## config.mk

```make
export PLATFORM = sky130hd
export DESIGN_NAME = pipe_ctrl
export DESIGN_NICKNAME = d
export VERILOG_FILES = /design/src/rtl/pipe_ctrl_pkg.sv /design/src/rtl/pipe_ctrl.sv
export SDC_FILE = /design/constraint.sdc
export NUM_CORES = 1
export LEC_CHECK = 0
export CAP_MARGIN = 20
export CORE_MARGIN = 3
export CORE_UTILIZATION = 30
export DETAILED_ROUTE_END_ITERATION = 7
export PLACE_DENSITY = 0.56
export SLEW_MARGIN = 20
export SYNTH_ARGS = -nofsm -noshare
export SYNTH_HDL_FRONTEND = slang
export SYNTH_SLANG_ARGS = --single-unit
```

## constraint.sdc

```tcl
create_clock -name clk -period 5.4 [get_ports clk]
set_clock_uncertainty 0.15 [all_clocks]
set_input_delay 0.81 -clock clk [delete_from_list [all_inputs] [get_ports clk]]
set_output_delay 0.81 -clock clk [all_outputs]
set_load 0.02 [all_outputs]
```

## src/rtl/pipe_ctrl_pkg.sv

```systemverilog
// pipe_ctrl_pkg: shared constants for the pipeline control unit.
//   - stall vector bit indices (pc, if, id, ex, mem, wb)
//   - canned stall vectors, one per stall source
//   - FSM state encoding for pipe_ctrl
// The stage indices keep the plain STALL_<stage> names. The whole-vector
// constants therefore carry a STALL_VEC_ prefix so the two sets cannot collide.
package pipe_ctrl_pkg;

  localparam int STALL_PC  = 0;
  localparam int STALL_IF  = 1;
  localparam int STALL_ID  = 2;
  localparam int STALL_EX  = 3;
  localparam int STALL_MEM = 4;
  localparam int STALL_WB  = 5;

  // A stall freezes the requesting stage and everything upstream of it.
  localparam logic [5:0] STALL_VEC_NONE = 6'b000000;
  localparam logic [5:0] STALL_VEC_ID   = 6'b000111;
  localparam logic [5:0] STALL_VEC_EX   = 6'b001111;
  localparam logic [5:0] STALL_VEC_MEM  = 6'b011111;

  typedef enum logic {
    S_RUN    = 1'b0,
    S_EXBUSY = 1'b1
  } state_t;

endpackage

```

## src/rtl/pipe_ctrl.sv

```systemverilog
// pipe_ctrl: pipeline control unit for the 5-stage RV32I core.
// It arbitrates three stall sources: ID load-use, the multi-cycle EX unit and
// the data memory. It drives the per-stage hold vector and flushes IF/ID when
// ID resolves a taken branch or jump.
//
// Ports:
//   clk, rst          core clock, synchronous active-high reset
//   id_stallreq_i     ID bubble request (level)
//   ex_mc_start_i     EX multi-cycle op start (one-cycle pulse)
//   ex_mc_cycles_i    total EX occupancy N of that op
//   mem_stallreq_i    data memory not ready (level)
//   branch_flag_i     ID branch/jump taken
//   stall_o           hold vector; bit0=pc .. bit5=wb
//   if_flush_o        load NOP into IF/ID
//   ex_mc_done_o      last cycle of the multi-cycle op
//   busy_o            FSM is in S_EXBUSY
//   stall_cyc_o       (PIPE_CTRL_PERF_EN) cycles with stall_o[0]=1
//   flush_cnt_o       (PIPE_CTRL_PERF_EN) cycles with if_flush_o=1
//
// Optional feature macro: PIPE_CTRL_PERF_EN adds the two performance counters.
//
// state    | meaning
// ---------+-----------------------------------------------------------
// S_RUN    | no multi-cycle op outstanding; a start can be accepted
// S_EXBUSY | multi-cycle op in flight; cnt = cycles left including now
module pipe_ctrl
  import pipe_ctrl_pkg::*;
#(
  parameter int CNT_W   = 4,
  parameter int STALL_W = 6
) (
  input  logic               clk,
  input  logic               rst,
  input  logic               id_stallreq_i,
  input  logic               ex_mc_start_i,
  input  logic [CNT_W-1:0]   ex_mc_cycles_i,
  input  logic               mem_stallreq_i,
  input  logic               branch_flag_i,
  output logic [STALL_W-1:0] stall_o,
  output logic               if_flush_o,
  output logic               ex_mc_done_o,
`ifdef PIPE_CTRL_PERF_EN
  output logic [31:0]        stall_cyc_o,
  output logic [31:0]        flush_cnt_o,
`endif
  output logic               busy_o
);

  state_t           state;
  logic [CNT_W-1:0] cnt;
  logic             accept;
  logic             ex_stall;
  logic [5:0]       stall_vec;

  // A start arriving under a mem stall is dropped, not queued.
  // EX re-pulses start once memory is ready.
  assign accept = ex_mc_start_i && (state == S_RUN) && !mem_stallreq_i
                  && (ex_mc_cycles_i != '0);

  assign ex_stall = accept || (state == S_EXBUSY);

  always_comb begin
    stall_vec = STALL_VEC_NONE;
    if (rst)                 stall_vec = STALL_VEC_NONE;
    else if (mem_stallreq_i) stall_vec = STALL_VEC_MEM;
    else if (ex_stall)       stall_vec = STALL_VEC_EX;
    else if (id_stallreq_i)  stall_vec = STALL_VEC_ID;
  end

  assign stall_o = stall_vec;

  // A branch held in ID waits for ID to advance, because its operands may be stale.
  assign if_flush_o = !rst && branch_flag_i && !stall_vec[STALL_ID];

  assign ex_mc_done_o = !rst && ((accept && ex_mc_cycles_i == CNT_W'(1)) ||
                                 (state == S_EXBUSY && cnt == CNT_W'(1)));

  assign busy_o = !rst && (state == S_EXBUSY);

  // The counter runs regardless of mem stalls, because the EX unit is free-running.
  always_ff @(posedge clk) begin
    if (rst) begin
      state <= S_RUN;
      cnt   <= '0;
    end else begin
      case (state)
        S_RUN: begin
          if (accept && ex_mc_cycles_i != CNT_W'(1)) begin
            state <= S_EXBUSY;
            cnt   <= ex_mc_cycles_i - CNT_W'(1);
          end
        end
        S_EXBUSY: begin
          if (cnt == CNT_W'(1)) begin
            state <= S_RUN;
            cnt   <= '0;
          end else begin
            cnt <= cnt - CNT_W'(1);
          end
        end
        default: begin
          state <= S_RUN;
          cnt   <= '0;
        end
      endcase
    end
  end

`ifdef PIPE_CTRL_PERF_EN
  always_ff @(posedge clk) begin
    if (rst) begin
      stall_cyc_o <= '0;
      flush_cnt_o <= '0;
    end else begin
      if (stall_vec[STALL_PC]) stall_cyc_o <= stall_cyc_o + 32'd1;
      if (if_flush_o)          flush_cnt_o <= flush_cnt_o + 32'd1;
    end
  end
`endif

endmodule

```

==> results.toml <==
[route]
drc = 0
ant_nets = 0
num_vias = 446
first_pass_iters = 4
viasPerCell = 4.96
drt-total-wl_um = 1080
wire_per_inst_um = 12.0
drt_iter0_drc = 15

[global_routing]
grt_pass1_wl_um = 1680
grt_pass1_vias = 375
grt_antenna_before_repair = 0
grt_overflow = 0
grtUsageTotal_pct = 11.4
grt_start_max_net_pins = 12

[power]
p_per_area_nw_per_um2 = 211
p_int_mw = 0.0958
p_total_mw = 0.139
pwr-share-clk_pct = 30.6
ir_worst_vdd_mv = 0.175
p_switching_mw = 0.0430
sequentialPowerShare_pct = 33.6
p_leak_nw = 0.249
swShare_pct = 31.0
p_comb_share_pct = 35.7

[clock_network]
cts_tree = "yes"
clk_pin_slew_ns = 0.04
cts_sinks = 5
hold_buffers = 0
root_buffer = "clkbuf_4"
cts_resized = 0
cts_buffers = 3
htree_levels = 1
clockBufferDepth = 2
postCtsSetupBuffers = 0
insertion_delay_ns = 0.24

[logic_synthesis]
yosysWarnings = 0
synth_common_cells = "nor2_1, dfxtp_1, nor2b_1"
synthFlopType = "dfxtp_1"
synth_cell_types = 29
synth_nets = 73
synth_compound_area_share_pct = 14.2
syn_inst = 59
synth_adder_area_share_pct = 10.6
synth-xor-area-share_pct = 3.69
synth_mux_area_share_pct = 8.97
synth-edff-count = 0
netlist_area_um2 = 474
synth_seq_cells = 5
async_flop_share_pct = 0
syn_area_per_cell_um2 = 8.04
synth_top_family_by_area = "simple AND/OR/NAND/NOR gates"
synth-simple-area-share_pct = 31.1
ys_seq_area_share_pct = 21.1
synthTopCellsByArea = "dfxtp_1, ha_1, nor2b_1, buf_4, mux2_1"
synth_most_common_cell = "nor2_1"
yosysTopAreaCell = "dfxtp_1"
yosysTopAreaCellShare_pct = 21.1

[timing]
setup_violations = 0
fmax_mhz = 243
fin_tns_setup_ns = 0
finalHoldWorstSlack_ns = 0.401
rsz0062_at_grt = "false"
min_period_ns = 4.11
hold_viol = 0
slew_violations = 0
min_period_over_period_pct = 76.1

[setup_path]
crit_arrival_ns = 3.15
crit_required_ns = 4.44
path_max_fanout = 4
worstSetupStartpointType = "primary input"
r2r_slack_ns = 4.05
worstSetupPathType = "in -> out"
ff2ff_path_depth = 4
regToRegStartpoint = "cnt[2]"
timing.rr.end = "cnt[3]"
endpoint_kind = "output pin"

[run_status]
outcome = "finished clean"

[floorplanning]
start_util_pct = 34.3
io_pins = 19
rows = 13
die-area_um2 = 2090
core-area_um2 = 1380
die_h_um = 45.8
die_w_um = 45.8

[placed_design]
hpwl_um = 876
gp_congestion = 0.736
portBuffers = 17

[min_path]
hold_class = "reg -> reg"
holdPathStages = 1
hold_end = "cnt[0]"
min_from = "cnt[0]"

[run]
cap_viol_max_count = 0

[cells_and_area]
drive_above_1_share_pct = 6.67
utilization_pct = 47.7
area_growth_pct = 39.0
antennaDiodeCount = 0
finalNetCount = 90
-- state kept, by name, indices dropped and copies added (netlist names) --
name / flops
cnt: 4
state: 1
-- worst max-delay path, stage by stage --
cell	delay [ns]
clkdlybuf4s50_1	0.44
inv_1	0.09
ha_1	0.21
or3b_1	0.36
a211o_1	0.33
nor4b_2	0.25
clkdlybuf4s50_1	0.65
-- worst max-delay path by stage --
stage	cells after the start	to	from	slack [ns]
global placement	7	if_flush_o	ex_mc_cycles_i[0]	1.33
CTS	7	if_flush_o	ex_mc_cycles_i[0]	1.27
detailed placement	7	if_flush_o	ex_mc_cycles_i[0]	1.27
finish	7	if_flush_o	ex_mc_cycles_i[0]	1.29
global route	7	if_flush_o	ex_mc_cycles_i[0]	1.18
floorplan	5	if_flush_o	ex_mc_cycles_i[0]	2.21
-- layout by cell type (no fill, tap or decap), drive strengths merged, types with 2 or more instances in the layout --
| cell | instances |
|---|---|
| clkbuf | 4 |
| clkdlybuf4s50 | 17 |
| dfxtp | 5 |
| ha | 4 |
| inv | 4 |
| mux2 | 2 |
| mux2i | 2 |
| nand2b | 3 |
| nor2 | 6 |
| nor2b | 5 |
| nor3 | 2 |
| o21ai | 3 |
| or3b | 2 |
| xor2 | 2 |
-- layer usage --
metal | up-vias | part of all wire (%) | GRT usage, %
met5 | - | 0 | 0
met4 | 0 | 0 | 1.70
met3 | 0 | 5.8 | 7.11
met2 | 12 | 48 | 15.3
met1 | 197 | 46 | 15.5
li1 | 237 | - | -
-- layout make-up --
cell class              instances  area, µm²
flip-flops and latches          5        100
fillers                       134        723
repair buffers                 17        170
multi-input cells              45        329
clock buffers                   4       26.3
inverters                       4       15.0
well taps                      15       18.8
-- cells by family (layout without fill, tap and decap cells) --
kind of cell	Yosys count	in the layout
compound gates	10	10
xor+xnor	2	2
fa+ha+maj	4	4
buf+inv	9	25
flops	5	5
mux	4	4
other cells	1	1
simple gates	24	24
-- stage by stage --
step           cell area, µm²  worst slack (ns)  std cells
2_1_floorplan             474              2.21         59
3_3_place_gp              633              1.33         86
3_5_place_dp              633              1.27         86
4_1_cts                   659              1.27         90
5_1_grt                   659              1.18         90
6_report                  659              1.29         90
-- power groups by stage --
stage	clock (mW)	combinational [mW]	sequential (mW)
after floorplan	0	0.0343	0.0447
after global placement	0	0.0496	0.0473
after detailed placement	0	0.0493	0.0473
after CTS	0.0443	0.0498	0.0466
after global routing	0.0479	0.0543	0.0473
final	0.0425	0.0496	0.0467
No activity file was read; power rests on OpenSTA's default activity.
